### config.mk
export PLATFORM = sky130hd
export DESIGN_NAME = mesh_port_arbiter_flat
export DESIGN_NICKNAME = d
export VERILOG_FILES = /design/src/rtl/mesh_port_arbiter_pkg.sv /design/src/rtl/mesh_port_arbiter_if.sv /design/src/rtl/mesh_port_arbiter_rr_pick.sv /design/src/rtl/mesh_port_arbiter.sv /design/src/flat_wrapper.sv
export SDC_FILE = /design/constraint.sdc
export NUM_CORES = 1
export LEC_CHECK = 0
export CORE_UTILIZATION = 31
export CTS_CLUSTER_DIAMETER = 150
export DETAILED_ROUTE_END_ITERATION = 8
export PLACE_DENSITY = 0.59
export SKIP_CTS_REPAIR_TIMING = 1
export SLEW_MARGIN = 10
export SYNTH_ARGS = -nofsm -noshare
export SYNTH_HDL_FRONTEND = slang
export SYNTH_HIERARCHICAL = 1
export SYNTH_SLANG_ARGS = --single-unit
### constraint.sdc
create_clock -name clk -period 10.3 [get_ports clk]
set_input_delay 2.06 -clock clk [delete_from_list [all_inputs] [get_ports clk]]
set_output_delay 2.06 -clock clk [all_outputs]
set_load 0.01 [all_outputs]
### src/rtl/mesh_port_arbiter_pkg.sv
// mesh_arb_pkg: shared FSM state, packet layout and sizing helpers for the mesh port arbiters.
package mesh_arb_pkg;

  typedef enum logic [1:0] {IDLE, GRANT, XFER} arb_state_e;

  localparam int PCKG_SZ   = 40;
  localparam int NXT_W     = 8;
  localparam int ROW_W     = 4;
  localparam int COL_W     = 4;
  localparam int MODE_W    = 1;
  localparam int PAYLOAD_W = PCKG_SZ - NXT_W - ROW_W - COL_W - MODE_W;
  localparam int NXT_LSB   = PCKG_SZ - NXT_W;
  localparam int ROW_LSB   = NXT_LSB - ROW_W;
  localparam int COL_LSB   = ROW_LSB - COL_W;
  localparam int MODE_LSB  = COL_LSB - MODE_W;
  localparam int PAYLOAD_LSB = 0;

  localparam logic [NXT_W-1:0] BROADCAST = {NXT_W{1'b1}};

  typedef struct packed {
    logic [NXT_W-1:0]     nxt_jump;
    logic [ROW_W-1:0]     row;
    logic [COL_W-1:0]     col;
    logic [MODE_W-1:0]    mode;
    logic [PAYLOAD_W-1:0] payload;
  } pkt_t;

  function automatic int idx_w(input int n);
    return n > 1 ? $clog2(n) : 1;
  endfunction

  function automatic logic is_broadcast(input pkt_t p);
    return p.nxt_jump == BROADCAST;
  endfunction

endpackage

### src/rtl/mesh_port_arbiter_if.sv
// mesh_port_arbiter_if: requester-side and downstream-side signals of one router output port.
interface mesh_port_arbiter_if import mesh_arb_pkg::*; #(
  parameter int N_REQ   = 4,
  parameter int pckg_sz = 40,
  parameter int GW      = idx_w(N_REQ)
);
  logic [N_REQ-1:0]         pndng;
  logic [N_REQ-1:0]         route_ok;
  logic [N_REQ*pckg_sz-1:0] data_in;
  logic                     full;
  logic [N_REQ-1:0]         pop;
  logic                     push;
  logic [pckg_sz-1:0]       data_out;
  logic [GW-1:0]            grant_id;
  logic                     busy;
  logic                     stall_err;
  logic [15:0]              pkt_cnt;

  modport master (
    input  pndng, route_ok, data_in, full,
    output pop, push, data_out, grant_id, busy, stall_err, pkt_cnt
  );

  modport slave (
    output pndng, route_ok, data_in, full,
    input  pop, push, data_out, grant_id, busy, stall_err, pkt_cnt
  );
endinterface

### src/rtl/mesh_port_arbiter_rr_pick.sv
// rr_pick: combinational round-robin picker, first set req scanning from ptr+1 upward modulo N.
module rr_pick #(
  parameter int N = 4,
  parameter int W = (N > 1) ? $clog2(N) : 1
) (
  input  logic [N-1:0] req_i,
  input  logic [W-1:0] ptr_i,
  output logic         valid_o,
  output logic [W-1:0] idx_o
);
  logic [W-1:0] cand;

  // Scanning farthest-first lets the nearest hit overwrite, so no found flag is needed.
  always_comb begin
    valid_o = 1'b0;
    idx_o = '0;
    cand = '0;
    for (int k = N; k >= 1; k--) begin
      cand = W'((int'(ptr_i) + k) % N);
      if (req_i[cand]) begin
        valid_o = 1'b1;
        idx_o = cand;
      end
    end
  end
endmodule

### src/rtl/mesh_port_arbiter.sv
// mesh_port_arbiter: round-robin share of one router output port among N_REQ input FIFOs.
module mesh_port_arbiter import mesh_arb_pkg::*; #(
  parameter int N_REQ    = 4,
  parameter int pckg_sz  = 40,
  parameter int max_wait = 16
) (
  input logic              clk,
  input logic              reset,
  mesh_port_arbiter_if.master bus
);
  localparam int GW = idx_w(N_REQ);
  localparam int SW = $clog2(max_wait + 1);

  arb_state_e         state_q;
  logic [GW-1:0]      rr_ptr_q, grant_q, win;
  logic [pckg_sz-1:0] data_q, dout_q;
  logic [N_REQ-1:0]   req, pop_q;
  logic               push_q, stall_err_q, win_v;
  logic [SW-1:0]      stall_cnt_q, stall_cnt_d;
  logic [15:0]        pkt_cnt_q;

  assign req = bus.pndng & bus.route_ok;
  assign stall_cnt_d = (stall_cnt_q == SW'(max_wait)) ? stall_cnt_q : stall_cnt_q + 1'b1;

  rr_pick #(.N(N_REQ), .W(GW)) u_pick (
    .req_i   (req),
    .ptr_i   (rr_ptr_q),
    .valid_o (win_v),
    .idx_o   (win)
  );

  always_ff @(posedge clk or posedge reset) begin
    if (reset) begin
      state_q     <= IDLE;
      rr_ptr_q    <= GW'(N_REQ - 1);
      grant_q     <= '0;
      data_q      <= '0;
      dout_q      <= '0;
      pop_q       <= '0;
      push_q      <= 1'b0;
      stall_cnt_q <= '0;
      stall_err_q <= 1'b0;
      pkt_cnt_q   <= '0;
    end else begin
      push_q <= 1'b0;
      pop_q  <= '0;
      case (state_q)
        IDLE: if (win_v) begin
          grant_q <= win;
          data_q  <= bus.data_in[int'(win)*pckg_sz +: pckg_sz];
          state_q <= GRANT;
        end
        GRANT: if (!bus.pndng[grant_q]) begin
          stall_cnt_q <= '0;
          state_q     <= IDLE;
        end else if (bus.full) begin
          stall_cnt_q <= stall_cnt_d;
          if (stall_cnt_d == SW'(max_wait)) stall_err_q <= 1'b1;
        end else begin
          stall_cnt_q <= '0;
          push_q      <= 1'b1;
          pop_q       <= N_REQ'(1) << grant_q;
          dout_q      <= data_q;
          state_q     <= XFER;
        end
        XFER: begin
          rr_ptr_q  <= grant_q;
          pkt_cnt_q <= pkt_cnt_q + 16'd1;
          state_q   <= IDLE;
        end
        default: state_q <= IDLE;
      endcase
    end
  end

  assign bus.pop       = pop_q;
  assign bus.push      = push_q;
  assign bus.data_out  = dout_q;
  assign bus.grant_id  = grant_q;
  assign bus.busy      = state_q != IDLE;
  assign bus.stall_err = stall_err_q;
  assign bus.pkt_cnt   = pkt_cnt_q;
endmodule

### src/flat_wrapper.sv
// flat-port wrapper written by rule: the top's interface ports become plain ports
module mesh_port_arbiter_flat import mesh_arb_pkg::*;
#(
  parameter int N_REQ    = 4,
  parameter int pckg_sz  = 40,
  parameter int max_wait = 16
)
  (clk, reset, bus_pndng, bus_route_ok, bus_data_in, bus_full, bus_pop, bus_push, bus_data_out, bus_grant_id, bus_busy, bus_stall_err, bus_pkt_cnt);
  mesh_port_arbiter_if #(.N_REQ(N_REQ), .pckg_sz(pckg_sz)) bus_i ();
  input logic clk;
  input logic reset;
  input wire logic [$bits(bus_i.pndng)-1:0] bus_pndng;
  input wire logic [$bits(bus_i.route_ok)-1:0] bus_route_ok;
  input wire logic [$bits(bus_i.data_in)-1:0] bus_data_in;
  input wire logic [$bits(bus_i.full)-1:0] bus_full;
  output wire logic [$bits(bus_i.pop)-1:0] bus_pop;
  output wire logic [$bits(bus_i.push)-1:0] bus_push;
  output wire logic [$bits(bus_i.data_out)-1:0] bus_data_out;
  output wire logic [$bits(bus_i.grant_id)-1:0] bus_grant_id;
  output wire logic [$bits(bus_i.busy)-1:0] bus_busy;
  output wire logic [$bits(bus_i.stall_err)-1:0] bus_stall_err;
  output wire logic [$bits(bus_i.pkt_cnt)-1:0] bus_pkt_cnt;
  assign bus_i.pndng = bus_pndng;
  assign bus_i.route_ok = bus_route_ok;
  assign bus_i.data_in = bus_data_in;
  assign bus_i.full = bus_full;
  assign bus_pop = bus_i.pop;
  assign bus_push = bus_i.push;
  assign bus_data_out = bus_i.data_out;
  assign bus_grant_id = bus_i.grant_id;
  assign bus_busy = bus_i.busy;
  assign bus_stall_err = bus_i.stall_err;
  assign bus_pkt_cnt = bus_i.pkt_cnt;
  mesh_port_arbiter #(.N_REQ(N_REQ), .pckg_sz(pckg_sz), .max_wait(max_wait)) u_core (.clk(clk), .reset(reset), .bus(bus_i));
endmodule
## Yosys cells after proc, flatten, opt, wreduce, memory -nomap -nowiden

Cells that the tools add are included.

| storage, ports and cells | value |
|---|---|
| bits in registers | 113 |
| input port bits | 171 |
| output and inout bits | 65 |
| logic and storage cells | 69 |

| operators by class | value |
|---|---|
| $add $sub $neg | 6 |
| $mul | 1 |
| order comparisons | 5 |
| equal/unequal tests | 6 |
| shift operators | 2 |
| mux-type cells | 31 |
| bitwise logic cells | 2 |
| reduce and logical (&&, ||, !) cells | 6 |

Operators with widths:

| kind | count |
|---|---|
| variable part select 160 x 32 -> 40 bit | 1 |
| adder 16 x 1 -> 16 bit, second input constant | 1 |
| < comparator 2 x 3 -> 1 bit, second input constant | 5 |
| 2-to-1 mux 5 bit | 3 |
| 2-to-1 mux 2 bit | 7 |
| 2-to-1 mux 1 bit | 12 |
| 2-to-1 mux 4 bit | 3 |
| binary-select mux 1 bit (select 2 bit) | 5 |
| == test 5 bit, second input constant | 2 |
| adder 5 x 1 -> 5 bit, second input constant | 1 |
| multiplier 2 x 3 -> 5 bit, second input constant | 1 |
| adder 2 x 1 -> 2 bit, second input constant | 2 |
| adder 2 bit, second input constant | 2 |
| bitwise AND 4 bit | 1 |
| case mux 2 bit (2 select lines) | 1 |
| AND reduction 2 bit | 2 |
| AND reduction 4 bit | 1 |
| left shift 1 x 2 -> 4 bit, first input constant | 1 |
| != test 3 bit, second input constant | 1 |
| AND reduction 3 bit | 1 |
| == test 2 x 1 -> 1 bit, second input constant | 1 |
| == test 2 bit, second input constant | 1 |
| logical NOT 2 bit | 1 |
| != test 2 bit, second input constant | 1 |
| 2 further kinds | 2 |

## Longest topological paths before layout

| logic depth | value |
|---|---|
| depth in word-level cells | 9 |
| depth in mapped cells | 8 |

## Modules after synthesis

Netlist, hierarchy kept.

By module, submodules not included:

| module | instances | cells an instance | area each (µm²) |
|---|---|---|---|
| mesh_port_arbiter | 1 | 344 | 5577.8 |
| rr_pick | 1 | 14 | 91.3 |

## Worst setup path before layout

Ideal clock, no wire load.

| timing | value |
|---|---|
| kind | input to register |
| start point | in bus_route_ok[2] |
| end point | reg u_core.data_q[10] |
| setup time | 125 ps |
| arrival | 3887 ps |
| slack | 6288 ps |
| cell stages on the path | 8 |
| cells stage by stage | and2_1 > and2b_1 > a21oi_2 > o221ai_2 > clkbuf_1 > buf_2 > mux4_2 > mux2_2 |

| on the way | value |
|---|---|
| cells in the longest elaborated chain, start to end | 9 |

Ends and longest elaborated chain:

| item | RTL line | RTL |
|---|---|---|
| start: declaration | flat_wrapper.sv:13 | `input wire logic [$bits(bus_i.route_ok)-1:0] bus_route_ok;` |
| bitwise AND 4 bit (*) | mesh_port_arbiter.sv:22 | `assign req = bus.pndng & bus.route_ok;` |
| binary-select mux 1 bit (select 2 bit) | mesh_port_arbiter_rr_pick.sv:20 | `if (req_i[cand]) begin` |
| 2-to-1 mux 1 bit (implied by the code) | mesh_port_arbiter_rr_pick.sv:20 |  |
| 2-to-1 mux 2 bit (3 in a row) | mesh_port_arbiter_rr_pick.sv:20 |  |
| 2-to-1 mux 2 bit (*) | mesh_port_arbiter_rr_pick.sv:20 |  |
| via u_core.win[0] | mesh_port_arbiter.sv:15 | `logic [GW-1:0] rr_ptr_q, grant_q, win;` |
| multiplier 2 x 3 -> 5 bit (*) | mesh_port_arbiter.sv:50 | `data_q <= bus.data_in[int'(win)*pckg_sz +: pckg_sz];` |
| variable part select 160 x 32 -> 40 bit (*) | mesh_port_arbiter.sv:50 |  |
| end signal: assignment | mesh_port_arbiter.sv:50 |  |
| end: declaration | mesh_port_arbiter.sv:16 | `logic [pckg_sz-1:0] data_q, dout_q;` |

Mark *: on every way through the listed nets, which the timed path passes. The rest lies on a longest branch. The select of a mux whose other input is x is not followed.
A chain may end at the register's enable or synchronous reset.

## Final worst setup path

| timing | value |
|---|---|
| start point | in bus_pndng[3] |
| end point | reg u_core.data_q[38] |

| on the way | value |
|---|---|
| cells in the longest elaborated chain, start to end | 9 |

Ends and longest elaborated chain:

| item | RTL line | RTL |
|---|---|---|
| start: declaration | flat_wrapper.sv:12 | `input wire logic [$bits(bus_i.pndng)-1:0] bus_pndng;` |
| bitwise AND 4 bit (*) | mesh_port_arbiter.sv:22 |  |
| via u_core.req[3] | mesh_port_arbiter.sv:17 | `logic [N_REQ-1:0] req, pop_q;` |
| binary-select mux 1 bit (select 2 bit) | mesh_port_arbiter_rr_pick.sv:20 |  |
| 2-to-1 mux 1 bit (implied by the code) | mesh_port_arbiter_rr_pick.sv:20 |  |
| 2-to-1 mux 2 bit (3 in a row) | mesh_port_arbiter_rr_pick.sv:20 |  |
| 2-to-1 mux 2 bit (*) | mesh_port_arbiter_rr_pick.sv:20 |  |
| via u_core.win[0] | mesh_port_arbiter.sv:15 |  |
| multiplier 2 x 3 -> 5 bit (*) | mesh_port_arbiter.sv:50 |  |
| variable part select 160 x 32 -> 40 bit (*) | mesh_port_arbiter.sv:50 |  |

Marks and branches as above.

==> reports/metrics.yaml <==
status: "completed"
syn_area_per_cell_sq_um: 15.8
layout-drive-gt1-share: 0.279
holdWs_ns: 0.482
maxCapViolations: 0
clock_skew_ns: 0.0108
clkLatencyLatePin_ns: 0.41
grt_pass1_vias: 4468
synth-seq-cells: 113
clk_pin_slew_worst_paths_ns: 0.05
nets: 770
grt_pass1_wl_mm: 22.8
clock.fmax_mhz: 208
grt.total_usage: 0.163
min_path_type: "reg2reg"
drtIter0Drc: 89
r2r_slack_ns: 7.29
pwr-share-seq: 0.342
io_pins: 236
die_w_um: 137
place.gp.congestion: 0.720
synth_edf_count: 0
cp-end-kind: "flip-flop"
r2r_start: "u_core/rr_ptr_q[1]$_DFFE_PP1N_"
num_rows: 49
setup_slack_ns: 5.49
worstPathMaxFanout: 27
area_delta_synth_final_pct: 55.4
path_class: "in2reg"
pre_cts_ws_ns: 4.94
htree_levels: 4
die_area_sq_mm: 0.0188
cts_buffer_depth: 2
maxSlewHeadroom: 0.483
dp_hpwl_mm: 10.6
crit_end: "u_core/data_q[38]$_DFFE_PP0P_"
grt_use_met2: 0.286
drtPass1Iterations: 4
start_kind: "primary input"
critPathRequiredTime_ns: 10.59
use_met3: 0.0574
vdd_drop_max_mv: 0.108
yosys_warnings: 6
post_drt_wl_per_cell_um: 17.0
root_buffer: "clkbuf_16"
clock-sinks: 113
leakagePower_nw: 3.58
nFillCells: 1524
layout_min_cycle_time_ns: 4.81
setup_viol: 0
path_cells: "clkdlybuf4s50_1, and2_1, and2b_1, a21oi_2, o221ai_4, buf_4, mux4_2, mux2_2"
power.total_mw: 2.22
clkPwrFrac: 0.263
core_sq_mm: 0.0180
p_sw_frac: 0.294
setup-tns-final_ns: 0
ys_async_sr_fraction: 1.00
yosys.area.top_type: "dfrtp_1"
cp_slowest_cell: "o221ai_4"
met1_usage: 0.183
rsz0062_at_grt: "no"
drt-total-wl_mm: 14.3
syn_nets: 532
gr-total-overflow: 0
synth_top_cells_by_area: "dfrtp_1 (49%), mux4_2 (16%), mux2_4 (10%)"
ys_seq_area_frac: 0.499
antenna_found_initial: 0
synth.distinct_cells: 42
gr-max-usage-layer: "met2"
tightest_slew_ns: 0.775
finalHoldViolations: 0
synthesis.area_sq_mm: 0.00567
p_comb_frac: 0.394
viasPerCell: 4.76
ant_nets: 0
drc: 0
cts_buffers: 17
post-synth-top-area-fraction: 0.490
vias: 3987
finalCritPeriodShare: 0.467
reg2reg_depth: 6
yosys_most_used_dff: "dfrtp_1"
grt_max_degree: 59
intPower_mw: 1.57
cts_tree: "built"
synthCells: 358
dieHeight_um: 137
r2r-end: "u_core/data_q[38]$_DFFE_PP0P_"
antenna_cells: 0
slowest_delay_ns: 0.61
port_buffers: 235
crit_start: "bus_pndng[3]"
switchingPower_mw: 0.652
powerDensity_mw_per_mm2: 252
worstPathArrival_ns: 5.10
slew_viol_final: 0
start_util: 0.316
[metal layers]
metal  vias to the layer above  routed length, um  share of wire
li1                       1822                  -              -
met1                      2014               5580           0.39
met2                       134               7570           0.53
met3                        17                892          0.063
met4                         0                221          0.015
met5                         -                  0              0
[registers in the layout, indices dropped and copies added, names as in the netlist]
name                  cells
u_core/bus.data_out      40
u_core/data_q            40
u_core/bus.pkt_cnt       16
u_core/stall_cnt_q        5
u_core/bus.pop            4
u_core/bus.grant_id       2
u_core/rr_ptr_q           2
u_core/state_q            2
u_core/bus.push           1
u_core/bus.stall_err      1
[power groups by stage]
stage | clock network [mW] | registers [mW] | logic [mW]
2_1_floorplan | 0 | 0.778 | 0.514
3_3_place_gp | 0 | 0.761 | 0.878
3_5_place_dp | 0 | 0.768 | 0.893
4_1_cts | 0.601 | 0.765 | 0.896
5_1_grt | 0.623 | 0.791 | 0.947
6_report | 0.584 | 0.760 | 0.876
[layout by cell type, fill, tap and decap left out, types with 2 or more instances in the layout]
| master | count |
|---|---|
| clkdlybuf4s50_1 | 235 |
| dfrtp_1 | 111 |
| mux2_2 | 45 |
| mux4_2 | 41 |
| mux2_4 | 38 |
| clkbuf_16 | 17 |
| xnor2_1 | 11 |
| nand2_1 | 9 |
| xor2_1 | 7 |
| nand3_1 | 7 |
| nor2_1 | 6 |
| inv_1 | 6 |
| clkinv_4 | 5 |
| nand4_1 | 5 |
| o21ai_0 | 5 |
| nand2b_1 | 4 |
| and2_1 | 4 |
| buf_4 | 4 |
| clkinvlp_4 | 3 |
| inv_6 | 3 |
| and3_1 | 3 |
| ha_1 | 3 |
| bufinv_16 | 2 |
| nand3b_1 | 2 |
| nor3_1 | 2 |
| and2b_1 | 2 |
| o2bb2ai_1 | 2 |
| or2_2 | 2 |
| mux2_1 | 2 |
| nor3b_1 | 2 |
| dfstp_2 | 2 |
[worst max-delay path: cells and delay by family]
| kind | cells | cell delay (ns) |
|---|---|---|
| multiplexers | 2 | 0.85 |
| AND/OR/NAND/NOR | 2 | 0.38 |
| AO/OA/AOI/OAI | 2 | 0.66 |
| buffers and inverters | 2 | 1.12 |
[area by class of cell]
| type | instances | area [sq um] | area share |
|---|---|---|---|
| well taps | 229 | 287 | 0.0325 |
| flip-flops and latches | 113 | 2830 | 0.321 |
| clock buffers | 18 | 439 | 0.0499 |
| repair buffers | 239 | 2380 | 0.270 |
| multi-input cells | 217 | 2670 | 0.303 |
| inverters | 8 | 45.0 | 0.00511 |
| clock inverters | 14 | 158 | 0.0179 |
[cells in the mapped netlist (3+ instances only)]
master and count:
nand2b_1 4, nand3_1 7, xor2_1 7, mux2_2 45, inv_1 7, xnor2_1 11
and3_1 3, ha_1 3, buf_12 4, and2_1 4, mux4_2 41, dfrtp_1 111
mux2_4 38, nand2_1 9, clkbuf_1 7, nand4_1 5, nor2_1 7, buf_2 8
o21ai_0 5
[cells by family after synthesis]
group / synth area share
buffers and inverters: 0.0353
AND/OR/NAND/NOR: 0.0536
adder cells (fa/ha/maj): 0.00662
flip-flops: 0.499
multiplexers: 0.359
AO/OA/AOI/OAI: 0.0188
XOR/XNOR: 0.0278
[per-stage QoR]
step | cell area [sq um] | cells | utilization
3_3_place_gp | 8210 | 806 | 0.457
2_1_floorplan | 5670 | 358 | -
6_report | 8810 | 838 | 0.490
3_5_place_dp | 8210 | 806 | 0.457
4_1_cts | 8810 | 838 | 0.490
5_1_grt | 8810 | 838 | 0.490
[how the worst min path moves through the flow]
stage / cells past startpoint / slack (ns) / to / startpoint
floorplan: 1 / 0.46 / u_core/bus.data_out[38]$_DFFE_PP0P_ / u_core/data_q[38]$_DFFE_PP0P_
global placement: 1 / 0.47 / u_core/bus.stall_err$_DFFE_PP0P_ / u_core/bus.stall_err$_DFFE_PP0P_
detailed placement: 1 / 0.47 / u_core/bus.stall_err$_DFFE_PP0P_ / u_core/bus.stall_err$_DFFE_PP0P_
CTS: 1 / 0.49 / u_core/bus.stall_err$_DFFE_PP0P_ / u_core/bus.stall_err$_DFFE_PP0P_
global route: 1 / 0.49 / u_core/bus.stall_err$_DFFE_PP0P_ / u_core/bus.stall_err$_DFFE_PP0P_
finish: 1 / 0.48 / u_core/bus.stall_err$_DFFE_PP0P_ / u_core/bus.stall_err$_DFFE_PP0P_
No activity file was read; power rests on OpenSTA's default activity.
